## config.mk

```make
export PLATFORM = sky130hd
export DESIGN_NAME = sqrt_arbiter_flat
export DESIGN_NICKNAME = d
export VERILOG_FILES = /design/src/rtl/sqrt_arbiter_pkg.sv /design/src/rtl/sqrt_arbiter_if.sv /design/src/rtl/sqrt_arbiter_rr_grant.sv /design/src/rtl/sqrt_arbiter.sv /design/src/flat_wrapper.sv
export SDC_FILE = /design/constraint.sdc
export NUM_CORES = 1
export LEC_CHECK = 0
export BUFFER_PORTS_ARGS = -buffer_cell sky130_fd_sc_hd__buf_2
export CORE_ASPECT_RATIO = 0.5
export CORE_MARGIN = 2
export CORE_UTILIZATION = 30
export CTS_CLUSTER_DIAMETER = 200
export DETAILED_ROUTE_END_ITERATION = 10
export PLACE_DENSITY = 0.69
export SLEW_MARGIN = 40
export SYNTH_ARGS = -nofsm -noshare
export SYNTH_HDL_FRONTEND = slang
export SYNTH_SLANG_ARGS = --single-unit
export TNS_END_PERCENT = 10
```

## constraint.sdc

```tcl
create_clock -name clk -period 2.51 [get_ports clk]
set_clock_uncertainty 0.05 [all_clocks]
set_input_delay 0.502 -clock clk [delete_from_list [all_inputs] [get_ports clk]]
set_output_delay 0.502 -clock clk [all_outputs]
set_load 0.05 [all_outputs]
```

## src/rtl/sqrt_arbiter_pkg.sv

```systemverilog
// rtl/sqrt_arbiter_pkg.sv - shared types and default widths for the sqrt arbiter
//
// Package sqrt_arb_pkg
//   sqrt_arb_state_t : sequencer states (IDLE/ISSUE/WAIT/RESP)
//   SQRT_DATA_W      : default operand width
//   SQRT_RES_W       : default root width (half the operand width)
package sqrt_arb_pkg;

    typedef enum logic [1:0] {
        IDLE  = 2'd0,
        ISSUE = 2'd1,
        WAIT  = 2'd2,
        RESP  = 2'd3
    } sqrt_arb_state_t;

    localparam int SQRT_DATA_W = 64;
    localparam int SQRT_RES_W  = 32;

endpackage

```

## src/rtl/sqrt_arbiter_if.sv

```systemverilog
// rtl/sqrt_arbiter_if.sv - requester and core handshake bundle for the sqrt arbiter
//
// Interface sqrt_arb_if #(NREQ, DATA_W, RES_W)
//   req_valid/req_data/req_ready : per-requester operand channel (data packed, requester i at [i*DATA_W +: DATA_W])
//   rsp_valid/rsp_ready          : per-requester result channel, one-hot valid
//   rsp_root/rsp_err             : shared result bus and watchdog-abort flag
//   core_start/core_data         : start pulse and operand to the sqrt core
//   core_done/core_root          : completion pulse and root from the sqrt core
// Modports: slave = arbiter side, master = requesters plus core side.
interface sqrt_arb_if #(
    parameter int NREQ   = 4,
    parameter int DATA_W = 64,
    parameter int RES_W  = 32
);
    logic [NREQ-1:0]        req_valid;
    logic [NREQ*DATA_W-1:0] req_data;
    logic [NREQ-1:0]        req_ready;
    logic [NREQ-1:0]        rsp_valid;
    logic [NREQ-1:0]        rsp_ready;
    logic [RES_W-1:0]       rsp_root;
    logic                   rsp_err;
    logic                   core_start;
    logic [DATA_W-1:0]      core_data;
    logic                   core_done;
    logic [RES_W-1:0]       core_root;

    modport slave (
        input  req_valid, req_data, rsp_ready, core_done, core_root,
        output req_ready, rsp_valid, rsp_root, rsp_err, core_start, core_data
    );

    modport master (
        output req_valid, req_data, rsp_ready, core_done, core_root,
        input  req_ready, rsp_valid, rsp_root, rsp_err, core_start, core_data
    );
endinterface

```

## src/rtl/sqrt_arbiter_rr_grant.sv

```systemverilog
// rtl/sqrt_arbiter_rr_grant.sv - combinational round-robin grant picker
//
// Module sqrt_rr_grant #(NREQ, IDX_W)
//   req     in  NREQ  : request vector
//   ptr     in  IDX_W : highest-priority index (must be < NREQ)
//   gnt     out NREQ  : one-hot grant, first request at or after ptr (wrapping)
//   gnt_idx out IDX_W : index of the granted requester
//   gnt_any out 1     : at least one request present
module sqrt_rr_grant #(
    parameter int NREQ  = 4,
    parameter int IDX_W = $clog2(NREQ)
) (
    input  logic [NREQ-1:0]  req,
    input  logic [IDX_W-1:0] ptr,
    output logic [NREQ-1:0]  gnt,
    output logic [IDX_W-1:0] gnt_idx,
    output logic             gnt_any
);

    always_comb begin
        int j;
        j       = 0;
        gnt     = '0;
        gnt_idx = '0;
        gnt_any = 1'b0;
        for (int k = 0; k < NREQ; k++) begin
            // Walk from ptr upward, wrapping once past NREQ-1.
            j = int'(ptr) + k;
            if (j >= NREQ) begin
                j = j - NREQ;
            end
            if (!gnt_any && req[j]) begin
                gnt_any = 1'b1;
                gnt_idx = IDX_W'(j);
                gnt[j]  = 1'b1;
            end
        end
    end

endmodule

```

## src/rtl/sqrt_arbiter.sv

```systemverilog
// rtl/sqrt_arbiter.sv - round-robin sequencer sharing one iterative sqrt core
//
// Module sqrt_arbiter #(NREQ, DATA_W, RES_W, TIMEOUT_CYC)
//   clk         in  : rising-edge clock
//   rst         in  : synchronous active-high reset
//   bus         if  : sqrt_arb_if.slave (requester channels and core handshake)
//   timeout_err out : sticky watchdog flag
// Optional feature macro: SQRT_ARB_TIMEOUT_EN (WAIT watchdog of TIMEOUT_CYC cycles).
// Without it WAIT is unbounded and rsp_err/timeout_err are tied low.
module sqrt_arbiter
    import sqrt_arb_pkg::*;
#(
    parameter int NREQ        = 4,
    parameter int DATA_W      = SQRT_DATA_W,
    parameter int RES_W       = SQRT_RES_W,
    parameter int TIMEOUT_CYC = 256
) (
    input  logic      clk,
    input  logic      rst,
    sqrt_arb_if.slave bus,
    output logic      timeout_err
);

    localparam int IDX_W = $clog2(NREQ);

    if (NREQ < 2 || NREQ > 8 || RES_W * 2 != DATA_W || TIMEOUT_CYC < 1) begin : g_param_check
        $error("sqrt_arbiter: illegal parameter set");
    end

    sqrt_arb_state_t   state;
    sqrt_arb_state_t   state_nx;
    logic [IDX_W-1:0]  rr_ptr;
    logic [IDX_W-1:0]  owner_q;
    logic [DATA_W-1:0] op_q;
    logic [RES_W-1:0]  root_q;
    logic [NREQ-1:0]   gnt;
    logic [IDX_W-1:0]  gnt_idx;
    logic              gnt_any;
    logic              wd_fire;

    sqrt_rr_grant #(
        .NREQ  (NREQ),
        .IDX_W (IDX_W)
    ) u_grant (
        .req     (bus.req_valid),
        .ptr     (rr_ptr),
        .gnt     (gnt),
        .gnt_idx (gnt_idx),
        .gnt_any (gnt_any)
    );

`ifdef SQRT_ARB_TIMEOUT_EN
    localparam int WD_W = $clog2(TIMEOUT_CYC + 1);

    logic [WD_W-1:0] wd_cnt;
    logic            err_q;
    logic            timeout_q;

    // Counter only advances in WAIT, so it restarts for every operation.
    always_ff @(posedge clk) begin
        if (rst || state != WAIT) begin
            wd_cnt <= '0;
        end else begin
            wd_cnt <= wd_cnt + 1'b1;
        end
    end

    // A done pulse in the final cycle still wins over the watchdog.
    assign wd_fire = (state == WAIT) && !bus.core_done && (wd_cnt == WD_W'(TIMEOUT_CYC - 1));

    always_ff @(posedge clk) begin
        if (rst) begin
            timeout_q <= 1'b0;
        end else if (wd_fire) begin
            timeout_q <= 1'b1;
        end
    end

    assign timeout_err = timeout_q;
`else
    assign wd_fire     = 1'b0;
    assign timeout_err = 1'b0;
`endif

    // State register
    always_ff @(posedge clk) begin
        if (rst) begin
            state <= IDLE;
        end else begin
            state <= state_nx;
        end
    end

    // Next-state logic
    always_comb begin
        state_nx = state;
        case (state)
            IDLE:    if (gnt_any) state_nx = ISSUE;
            ISSUE:   state_nx = WAIT;
            WAIT:    if (bus.core_done || wd_fire) state_nx = RESP;
            RESP:    if (bus.rsp_ready[owner_q]) state_nx = IDLE;
            default: state_nx = IDLE;
        endcase
    end

    // Datapath registers
    always_ff @(posedge clk) begin
        if (rst) begin
            op_q    <= '0;
            owner_q <= '0;
            rr_ptr  <= '0;
            root_q  <= '0;
`ifdef SQRT_ARB_TIMEOUT_EN
            err_q   <= 1'b0;
`endif
        end else begin
            if (state == IDLE && gnt_any) begin
                op_q    <= bus.req_data[int'(gnt_idx) * DATA_W +: DATA_W];
                owner_q <= gnt_idx;
                rr_ptr  <= (gnt_idx == IDX_W'(NREQ - 1)) ? '0 : gnt_idx + 1'b1;
`ifdef SQRT_ARB_TIMEOUT_EN
                err_q   <= 1'b0;
`endif
            end
            if (state == WAIT && bus.core_done) begin
                root_q <= bus.core_root;
            end
`ifdef SQRT_ARB_TIMEOUT_EN
            else if (wd_fire) begin
                root_q <= '0;
                err_q  <= 1'b1;
            end
`endif
        end
    end

    // Outputs
    always_comb begin
        bus.req_ready  = '0;
        bus.rsp_valid  = '0;
        bus.core_start = 1'b0;
        bus.core_data  = op_q;
        bus.rsp_root   = root_q;
        bus.rsp_err    = 1'b0;
        case (state)
            IDLE:  bus.req_ready  = gnt;
            ISSUE: bus.core_start = 1'b1;
            RESP: begin
                bus.rsp_valid = NREQ'(1) << owner_q;
`ifdef SQRT_ARB_TIMEOUT_EN
                bus.rsp_err   = err_q;
`endif
            end
            default: ;
        endcase
    end

endmodule

```

## src/flat_wrapper.sv

```systemverilog
// flat-port wrapper written by rule: the top's interface ports become plain ports
module sqrt_arbiter_flat import sqrt_arb_pkg::*;
#(
    parameter int NREQ        = 4,
    parameter int DATA_W      = SQRT_DATA_W,
    parameter int RES_W       = SQRT_RES_W,
    parameter int TIMEOUT_CYC = 256
)
  (clk, rst, timeout_err, bus_req_valid, bus_req_data, bus_rsp_ready, bus_core_done, bus_core_root, bus_req_ready, bus_rsp_valid, bus_rsp_root, bus_rsp_err, bus_core_start, bus_core_data);
  sqrt_arb_if #(.NREQ(NREQ), .DATA_W(DATA_W), .RES_W(RES_W)) bus_i ();
  input  logic clk;
  input  logic rst;
  output logic timeout_err;
  input wire logic [$bits(bus_i.req_valid)-1:0] bus_req_valid;
  input wire logic [$bits(bus_i.req_data)-1:0] bus_req_data;
  input wire logic [$bits(bus_i.rsp_ready)-1:0] bus_rsp_ready;
  input wire logic [$bits(bus_i.core_done)-1:0] bus_core_done;
  input wire logic [$bits(bus_i.core_root)-1:0] bus_core_root;
  output wire logic [$bits(bus_i.req_ready)-1:0] bus_req_ready;
  output wire logic [$bits(bus_i.rsp_valid)-1:0] bus_rsp_valid;
  output wire logic [$bits(bus_i.rsp_root)-1:0] bus_rsp_root;
  output wire logic [$bits(bus_i.rsp_err)-1:0] bus_rsp_err;
  output wire logic [$bits(bus_i.core_start)-1:0] bus_core_start;
  output wire logic [$bits(bus_i.core_data)-1:0] bus_core_data;
  assign bus_i.req_valid = bus_req_valid;
  assign bus_i.req_data = bus_req_data;
  assign bus_i.rsp_ready = bus_rsp_ready;
  assign bus_i.core_done = bus_core_done;
  assign bus_i.core_root = bus_core_root;
  assign bus_req_ready = bus_i.req_ready;
  assign bus_rsp_valid = bus_i.rsp_valid;
  assign bus_rsp_root = bus_i.rsp_root;
  assign bus_rsp_err = bus_i.rsp_err;
  assign bus_core_start = bus_i.core_start;
  assign bus_core_data = bus_i.core_data;
  sqrt_arbiter #(.NREQ(NREQ), .DATA_W(DATA_W), .RES_W(RES_W), .TIMEOUT_CYC(TIMEOUT_CYC)) u_core (.clk(clk), .rst(rst), .bus(bus_i), .timeout_err(timeout_err));
endmodule
```

==> results.cfg <==
[outcome]
status = finished with violations
violations = setup timing

[logic_synthesis]
syn_area_per_cell_um2 = 9.18
synth_top_family_by_area = multiplexers
synth_compound_area_share_pct = 16.5
synthAdderAreaFrac_pct = 2.02
synthDominantCellAreaShare_pct = 36.5
synth_cell_types = 36
synth_mux_area_share_pct = 26.3
syn_inst = 609
syn_area_mm2 = 0.00559
yosysTopAreaCell = dfxtp_1
synthSimpleGateAreaFrac_pct = 12.4
yosys-top-cells-area = dfxtp_1 (37%), mux2i_1 (25%), o221ai_1 (10%), nand2_1 (9.1%), a21oi_1 (3.3%)
ys_warn_count = 0
synth_seq_area_share_pct = 36.5
ys_ff_latch = 102
synth_xor_xnor_area_share_pct = 0

[clock_tree]
numCtsBuffers = 9
root_buffer = clkbuf_16
cts_tree = done
clkLatencyLatePin_ns = 0.35
clkSlewWorstSetupHoldPaths_ns = 0.07
clock_path_buffers = 2
cts.htree.levels = 3
postCtsHoldBufs = 0
cts_sinks = 102

[min_path]
min_path_type = input pin to flip-flop
whs_path_depth = 3
hold_end = u_core.bus.rsp_root[23]
hp-start = bus_core_root[23]

[worst_setup_path]
worstPathRequired_ns = 1.96
reg2reg_to = u_core.bus.core_data[44]
rr_startpoint = u_core.rr_ptr[1]
ff2ff_setup_slack_ns = -0.28
crit_arrival_ns = 2.36
critPathLaunchType = flip-flop
critPathCaptureType = output port
rr_worst_depth = 11
crit_fanout = 6
path_class = flip-flop to output port

[final_layout]
layout_commonest_cell = buf_2
post-route-util_pct = 48.9
num-fill-cells = 1741
instances_no_fill = 1280
final_cell_mix = buf_2 (399), nand2_1 (133), mux2i_1 (123)
syn2layout_area_growth_pct = 60.2
drive_gt1_share_pct = 51.0
num-nets-final = 1341

[die]
die_h_um = 101
io_pins = 406
core-area_mm2 = 0.0183
initial_core_util_pct = 30.5
die_w_um = 197
num_rows = 35
dieArea_mm2 = 0.0198

[detailed_routing]
drc = 0
dr.pass1.iters = 4
wl_mm = 22.4
ant_nets = 0
via_per_inst = 5.02
dr_total_vias = 6424
first_iter_violations = 317
wl_per_cell_um = 17.5

[power_and_ir_drop]
cellLeakagePower_nw = 4.34
p_clk_share_pct = 12.1
p_sw_mw = 5.27
p_int_mw = 6.32
power_density_mw_per_mm2 = 1290
p_sw_share_pct = 45.5
seqPwrFrac_pct = 20.4
combPwrFrac_pct = 67.5
max-vdd-ir-drop_uv = 529

[global_route]
grt_max_degree = 37
grt_first_pass_wirelength_mm = 32.5
grt_pass1_vias = 6079
gr-total-overflow = 0
antenna_found_initial = 2
grtUsageTotal_pct = 21.1

[placed_design]
dp_slack_ns = -0.163
dp_cells = 1242
hpwl_mm = 17.0
port_buffers = 403
place.gp.congestion = 0.960

[sta]
final-max-slew-violation-count = 0
whs_ns = 0.333
tns_ns = -12.63
fmax_mhz = 343
finalHoldViolCount = 0
tightest_slew_ns = 0.596
setup_viol = 70
relSlewSlack_pct = 60.3
period_share_pct = 116
finalCriticalPeriod_ns = 2.91
finalWorstSetupSlack_ns = -0.403
rsz0062_at_grt = yes

[job]
cap_violations = 0
-- stage by stage --
stage                     total power [mW]  instance area, um2
after floorplan                       7.27                5690
after global placement                8.98                8150
after detailed placement              9.08                8150
after CTS                             11.2                8740
after global routing                  12.1                8950
final                                 11.6                8950
-- cell families (layout without fill, tap and decap cells) --
group	after synthesis	count (layout)
DFF	102	102
muxes	143	143
buffers and inverters	61	489
and+or+nand+nor	167	167
other	1	4
AOI/OAI and AO/OA	126	126
adders and majority gates	9	9
-- state kept, by name, summed over array words and instances, names as in the netlist --
| register | count |
|---|---|
| u_core.bus.rsp_root | 32 |
| u_core.rr_ptr | 2 |
| u_core.bus.core_data | 64 |
| u_core.state | 2 |
| u_core.owner_q | 2 |
-- worst max path at each step --
stage,start,to,slack [ns],cells past startpoint
3_5_place_dp,u_core.rr_ptr[1],u_core.bus.core_data[1],-0.16,10
5_1_grt,u_core.rr_ptr[1],bus_req_ready[0],-0.51,10
3_3_place_gp,u_core.rr_ptr[1],u_core.bus.core_data[1],-0.13,10
6_report,u_core.rr_ptr[1],bus_req_ready[2],-0.40,10
2_1_floorplan,u_core.rr_ptr[1],u_core.bus.core_data[10],-0.08,12
4_1_cts,u_core.rr_ptr[1],bus_req_ready[2],-0.37,8
-- area by class of cell --
cell class | instances | area [um2] | share of cell area, %
Multi-Input combinational cell | 447 | 3410 | 38.1
Antenna cell | 2 | 5.00 | 0.0559
Clock inverter | 4 | 28.8 | 0.321
Tap cell | 240 | 300 | 3.35
Timing Repair Buffer | 467 | 2870 | 32.1
Sequential cell | 102 | 2040 | 22.8
Inverter | 6 | 25.0 | 0.279
Clock buffer | 12 | 267 | 2.98
-- cell usage after synthesis --
cell,n
a211oi_1,2
a21o_1,1
a21oi_1,37
a22o_1,1
a22oi_1,9
a31oi_1,1
a32o_1,1
and2_1,6
and3_1,1
and3b_1,2
buf_1,1
buf_2,10
buf_4,2
buf_6,12
clkbuf_1,30
conb_1,1
dfxtp_1,102
ha_1,9
inv_1,6
mux2_2,2
mux2i_1,138
mux4_2,3
nand2_1,136
nand2b_1,1
nand3_1,2
nor2_1,9
nor2b_1,3
nor2b_4,1
nor3b_1,3
nor4_1,1
o21ai_0,7
o21bai_1,1
o221ai_1,64
o31a_1,1
o41a_1,1
or2_1,2
-- critical path, stage by stage (launching register included) --
cell     delay (ns)
dfxtp_2        0.35
inv_4          0.04
ha_4           0.29
buf_6          0.12
nor3b_4        0.20
nand2_2        0.08
a22oi_2        0.34
a22oi_2        0.14
o21ai_1        0.11
and2_4         0.17
buf_8          0.14
-- power groups by stage --
stage	registers [mW]	clock network, mW	logic (mW)
4_1_cts	2.36	1.46	7.40
5_1_grt	2.41	1.52	8.20
3_5_place_dp	2.39	0	6.69
2_1_floorplan	3.74	0	3.53
3_3_place_gp	2.37	0	6.61
6_report	2.37	1.40	7.82
-- routing by layer --
| layer | vias up | GRT usage, % | wire [um] |
|---|---|---|---|
| met5 | - | 0 | 0 |
| met4 | 0 | 7.17 | 566 |
| met3 | 44 | 4.18 | 1570 |
| met2 | 272 | 35.0 | 11000 |
| met1 | 3033 | 27.6 | 9230 |
| li1 | 3075 | - | - |
-- repair_timing --
action | in CTS | in global routing
gates resized for setup | 38 | 35
setup buffers | 9 | 7
endpoints found under the setup margin | 69 | 71
endpoints found under the hold margin | 0 | 0
pin swaps | 23 | 23
gates cloned | 3 | 1
No activity file was read; power rests on OpenSTA's default activity.
